[src/rtl/control_fetch_if.sv]
// Fetch-stage controller: owns the PC and produces the IF/ID word,
// sequencing decode stalls, branch bubbles and HALT.
module control_fetch_if #(
  parameter int PC_WIDTH = 8,
  parameter int INSTR_WIDTH = 14,
  parameter logic [INSTR_WIDTH-1:0] NOP_WORD = '0,
  parameter logic [3:0] HALT_OPCODE = 4'hF,
  parameter int BRANCH_BUBBLES = 1
) (
  input  logic                   clk,
  input  logic                   reset,
  input  logic                   stall_id,
  input  logic                   branch_taken,
  input  logic [PC_WIDTH-1:0]    branch_target,
  input  logic [INSTR_WIDTH-1:0] instr_mem,
  output logic [PC_WIDTH-1:0]    pc,
  output logic [INSTR_WIDTH-1:0] instruction_if,
  output logic                   fetch_valid,
  output logic                   halted
);

  typedef enum logic [1:0] {
    RUN,
    STALL,
    FLUSH,
    HALT
  } state_t;

  localparam logic [2:0] BB_M1 = 3'(BRANCH_BUBBLES - 1);

  state_t                   state, state_nx;
  logic [2:0]               cnt, cnt_nx;
  logic [PC_WIDTH-1:0]      pc_nx;
  logic [INSTR_WIDTH-1:0]   instr_nx;
  logic                     valid_nx;
  logic                     halted_nx;
  logic                     halt_op;
  logic                     fetch_ok;

  assign halt_op = instr_mem[INSTR_WIDTH-1 -: 4] == HALT_OPCODE;

  // FLUSH with an exhausted counter behaves like RUN for this cycle
  assign fetch_ok = (state == RUN) || (state == STALL) ||
                    ((state == FLUSH) && (cnt == 3'd0));

  always_comb begin
    state_nx  = state;
    cnt_nx    = cnt;
    pc_nx     = pc;
    instr_nx  = instruction_if;
    valid_nx  = fetch_valid;
    halted_nx = halted;
    if (state == HALT) begin
      instr_nx  = NOP_WORD;
      valid_nx  = 1'b0;
      halted_nx = 1'b1;
    end else if (branch_taken) begin
      pc_nx    = branch_target;
      instr_nx = NOP_WORD;
      valid_nx = 1'b0;
      cnt_nx   = BB_M1;
      state_nx = (BRANCH_BUBBLES > 1) ? FLUSH : RUN;
    end else if (!fetch_ok) begin
      instr_nx = NOP_WORD;
      valid_nx = 1'b0;
      cnt_nx   = cnt - 3'd1;
    end else if (stall_id) begin
      state_nx = STALL;
    end else if (halt_op) begin
      instr_nx = instr_mem;
      valid_nx = 1'b1;
      state_nx = HALT;
    end else begin
      instr_nx = instr_mem;
      valid_nx = 1'b1;
      pc_nx    = pc + PC_WIDTH'(1);
      state_nx = RUN;
    end
  end

  always_ff @(posedge clk) begin
    if (reset) begin
      state          <= RUN;
      cnt            <= 3'd0;
      pc             <= '0;
      instruction_if <= NOP_WORD;
      fetch_valid    <= 1'b0;
      halted         <= 1'b0;
    end else begin
      state          <= state_nx;
      cnt            <= cnt_nx;
      pc             <= pc_nx;
      instruction_if <= instr_nx;
      fetch_valid    <= valid_nx;
      halted         <= halted_nx;
    end
  end

endmodule

[config.mk]
export PLATFORM = sky130hd
export DESIGN_NAME = control_fetch_if
export DESIGN_NICKNAME = d
export VERILOG_FILES = /design/src/rtl/control_fetch_if.sv
export SDC_FILE = /design/constraint.sdc
export NUM_CORES = 1
export LEC_CHECK = 0
export CORE_MARGIN = 1
export CORE_UTILIZATION = 43
export CTS_CLUSTER_SIZE = 10
export DETAILED_ROUTE_END_ITERATION = 6
export PLACE_DENSITY = 0.78
export SLEW_MARGIN = 20
export SYNTH_ARGS = -nofsm -noshare
export SYNTH_HDL_FRONTEND = slang
export SYNTH_SLANG_ARGS = --single-unit
[constraint.sdc]
create_clock -name clk -period 2.02 [get_ports clk]
set_input_delay 0.202 -clock clk [delete_from_list [all_inputs] [get_ports clk]]
set_output_delay 0.202 -clock clk [all_outputs]
set_load 0.005 [all_outputs]
* Yosys cells after proc, flatten, opt, wreduce, memory -nomap -nowiden
Index checks and enable logic that the tools add are counted.
** Word-level totals
- ROM bits :: 0
- Bits of input ports :: 26
- Output and inout port bits :: 24
- Logic and storage cells :: 37
- Memory bits (writable) :: 0
- Memories kept :: 0
- Latch bits :: 0
- Register bits after elaboration :: 29
** Operators by class
- Divide/modulo/power cells :: 0
- Reduce and logical (&&, ||, !) cells :: 10
- Bitwise operators :: 2
- $mul :: 0
- Shift operators :: 0
- Multiplexer cells :: 10
- Order comparisons :: 0
- Add/subtract/negate cells :: 2
- Equal/unequal tests :: 7
** Operators by type and width (count)
- $mux 8 :: 4
- $add 8x1->8 const B :: 1
- $mux 2 :: 4
- $mux 3 :: 2
- $eq 2x2->1 const B :: 2
- $eq 4x4->1 const B :: 1
- $ne 2x2->1 const B :: 2
- $reduce_and 2->1 :: 2
- $reduce_and 4->1 :: 1
- $reduce_or 4->1 :: 1
- $logic_not 3->1 :: 1
- $sub 3x1->3 const B :: 1
- $eq 2x1->1 const B :: 1
- $logic_not 2->1 :: 1
- $logic_or 1x1->1 :: 2
- $ne 2x1->1 const B :: 1
- $not 1->1 :: 2
- $reduce_bool 2->1 :: 1
- $logic_and 1x1->1 :: 1

* Logic depth before layout (Yosys ltp)
Gate-level depths: netlist of run 1.
- Depth after elaboration :: 5
- Gate-level depth with buffers :: 8
- Gate-level depth less buffers :: 7

* Least setup slack after synthesis of run 1
OpenSTA, ideal clock, no wires.
- Path kind :: reg-to-reg
- Start point :: reg cnt[0]
- End point :: reg pc[5]
- Cell stages (with the launch flop) :: 9
- Path buffers :: 1
- Arrival :: 1.480 ns
- Clock period less this slack :: 1.551 ns
- Setup time :: 0.071 ns
- Data required time :: 1.949 ns
- Setup slack :: 0.469 ns
- Cell sequence :: dfxtp_1 > inv_1 > ha_1 > ha_1 > o21bai_1 > a2bb2oi_2 > buf_6 > a21bo_2 > a21oi_1
** On the way
- Cells in the longest elaborated chain, start to end :: 5
** Ends and longest elaborated chain
- start, declared :: line 32 : logic [2:0] cnt, cnt_nx;
- start signal, assigned :: line 91 : cnt <= cnt_nx;
- $logic_not 3->1 :: line 44 : ((state == FLUSH) && (cnt == 3'd0));
- $logic_and 1x1->1 :: line 44
- $logic_or 1x1->1 :: line 43 : assign fetch_ok = (state == RUN) || (state == STALL) ||
- $reduce_bool 2->1 (no source line)
- $reduce_and 4->1 (no source line)
- end signal, assigned :: line 92 : pc <= pc_nx;
- end, declared :: line 16 : output logic [PC_WIDTH-1:0] pc,
No other way between the ends.
A chain may end at the register's enable or synchronous reset.

* Worst setup path in the final report of run 1
- Start point :: reg cnt[0]
- End point :: reg pc[6]
Same word-level chain as after synthesis.

==> results by group, run 1 <==
Run status
  • Status: finished, violations left
  • Violated checks: DRC

Logic synthesis
  • Post-synthesis cell count: 146
  • Count leader, synth: dfxtp_1
  • Top post-synthesis cells by area: dfxtp_1, mux2i_1, nor2_1
  • Adder-cell area share of the yosys netlist: 0.0279
  • Most used DFF post-synth: dfxtp_1
  • Post-synth EDFFs: 0
  • Synth top cells by count: dfxtp_1, nor2_1, mux2i_1, a21oi_1, nand2_1
  • XOR/XNOR share of the synthesized area: 0
  • Synth area leader: dfxtp_1
  • Post-Syn Nets: 175
  • Ys Warns: 0
  • Complex-gate fraction of the synthesized area: 0.219
  • Post-Syn Area: 1340 um^2
  • Number of distinct library cells after synthesis: 37
  • Main combinational cell family by area after synthesis: compound AO/OA/AOI/OAI gates
  • Simple-gate share of the synthesized area: 0.148
  • #FFs+latches synth: 29
  • Sequential area share after synthesis: 0.432
  • Fraction of registers with async set/reset: 0
  • Area share of the largest cell type after synthesis: 0.432
  • Mapped Avg Cell Area: 9.20 um^2
  • Mux cell area share after synthesis: 0.119

Critical path
  • WP data arrival: 2060 ps
  • Worst path required time: 2290 ps
  • Worst setup SP type: flop
  • Max FO, Critical Path: 4
  • Critical setup path kind: flop to flop
  • Type of element capturing the critical path: flop

Floorplan
  • Die footprint: 3350 um^2
  • Top Ports: 50
  • Die Ht: 57.9 um
  • Core Rows: 19
  • Core ar.: 2850 um^2
  • Chip width: 57.9 um
  • Starting Density: 0.471

Global routing
  • Largest net degree at the start of global routing: 18
  • Initial antenna violation count: 0
  • First-pass GRT wire length: 5510 um
  • Global-route usage over all layers: 0.219
  • Vias in the first global route: 1,310
  • Total congestion overflow: 0

Routing
  • TritonRoute pass-1 iters: 7
  • Initial DRC count: 40
  • WL final: 3330 um
  • DRC errors left: 4
  • Via count: 1,294
  • Vias/cell: 5.58
  • Wire per inst: 14.3 um
  • Post-route ant nets: 0

Timing
  • Achievable Freq: 559 MHz
  • RSZ-0062 raised after global routing: false
  • Clock period minus worst slack: 1790 ps
  • Final period utilization: 0.886
  • Worst setup margin: 231 ps
  • Slew margin rel.: 0.741
  • Final Setup Violations: 0
  • Clock Skew: 3.32 ps
  • Final hold violation count: 0
  • Worst Max-Slew Pin Slew: 389 ps
  • Setup TNS Final: 0 ps
  • Max Slew Vio Count: 0

Clock network
  • Worst-path clk slew: 80 ps
  • Clock Tree Root: clkbuf_4
  • CTS tree: done
  • Total CTS buffers: 5
  • Clock Latency Late Sink: 330 ps
  • H-Tree Depth: 2
  • Clk buf depth: 2
  • CTS Sinks: 29

Layout
  • Final instance area: 1950 um^2
  • Share of layout cells above drive strength 1: 0.0896
  • Nets: 229
  • Synth-to-Final Area Change: 44.8%
  • Ant diodes: 0

Power
  • Lkg Pwr: 0.745 nW
  • Worst vdd ir: 0.457 mV
  • Cell Pwr Density: 632 nW/um^2
  • Total Power: 1.23 mW

Run
  • Max_cap viols: 0

Place
  • Post-DP HPWL: 2440 um
  • GPL Wtd Cong: 0.854
  • DP Area: 1860 um^2
  • Worst slack at placement: 64.0 ps
  • Port bufs: 49

Hold path
  • Worst Hold Class: flop to flop
-- cells by family (layout without fill, tap and decap cells) --
family / Yosys count / in the layout
AND/OR/NAND/NOR: 45 / 45
AO/OA/AOI/OAI: 39 / 39
flip-flops: 29 / 29
multiplexers: 16 / 16
buffers and inverters: 14 / 69
adder cells (fa/ha/maj): 3 / 3
-- final timing paths --
| check | start | endpoint | slack [ps] | cells after the start |
|---|---|---|---|---|
| worst max register to register | cnt[0] | pc[6] | 230 | 7 |
| worst max-delay path | cnt[0] | pc[6] | 230 | 7 |
| worst min-delay path | fetch_valid | fetch_valid | 450 | 2 |
| worst min register to register | fetch_valid | fetch_valid | 450 | 2 |
-- power breakdown --
part           total (mW)  switching [mW]  leakage, nW  internal, mW
registers           0.617          0.0225        0.237         0.594
logic               0.216          0.0883        0.466         0.128
clock network       0.397           0.196       0.0413         0.201
total                1.23           0.307        0.745         0.923
-- area by class of cell --
cell class	count	area (um^2)
timing repair buffer	54	528
inverter	7	26.3
clock inverter	1	5.00
sequential	29	581
fill	239	907
multi-input combinational	103	702
clock buffer	7	65.1
tap	31	38.8
-- registers in the layout (all words and copies together), names as in the netlist --
name,count
halted,1
instruction_if,14
cnt,3
fetch_valid,1
state,2
pc,8
-- stage by stage --
stage | hold WS, ps | cells | util
2_1_floorplan | 305 | 146 | -
3_3_place_gp | 436 | 224 | 0.654
3_5_place_dp | 442 | 224 | 0.654
4_1_cts | 455 | 232 | 0.678
5_1_grt | 451 | 232 | 0.682
6_report | 453 | 232 | 0.682
-- what timing repair did --
item / CTS / global route
hold buffers: 0 / 0
resized for setup: 0 / 1
buffers inserted: 0 / 0
endpoints found under the hold margin: 0 / 0
endpoints found under the setup margin: 0 / 1
-- metal layers --
layer,vias up,wire length [um],GRT usage
met4,0,63,0.0952
met3,8,301,0.0982
li1,632,-,-
met1,598,1380,0.237
met2,56,1580,0.371
met5,-,0,0
-- layout by cell type, fill, tap and decap left out, types with 4 or more instances in the layout --
master / n
a21oi_1: 11
buf_4: 5
clkbuf_4: 5
clkdlybuf4s50_1: 49
dfxtp_1: 29
inv_1: 7
mux2i_1: 16
nand2_1: 11
nand3_1: 4
nor2_1: 21
o21ai_0: 7
-- critical path: stages, from the launching register on --
cell and delay, ps:
dfxtp_1 310, inv_1 70, ha_1 210, ha_1 220, o21bai_1 320, o2bb2ai_1 270
o21ai_0 170, a21oi_1 150
No activity file was read; power rests on OpenSTA's default activity.
==> run 2, diff against run 1 <==
--- a/config.mk
+++ b/config.mk
@@ -9,6 +9,7 @@
 export CORE_UTILIZATION = 43
 export CTS_CLUSTER_SIZE = 10
 export DETAILED_ROUTE_END_ITERATION = 6
+export HOLD_SLACK_MARGIN = 0.06
 export PLACE_DENSITY = 0.78
 export SLEW_MARGIN = 20
 export SYNTH_ARGS = -nofsm -noshare
==> results of run 2 <==
Final layout, timing and power as in run 1 (identical DEF).
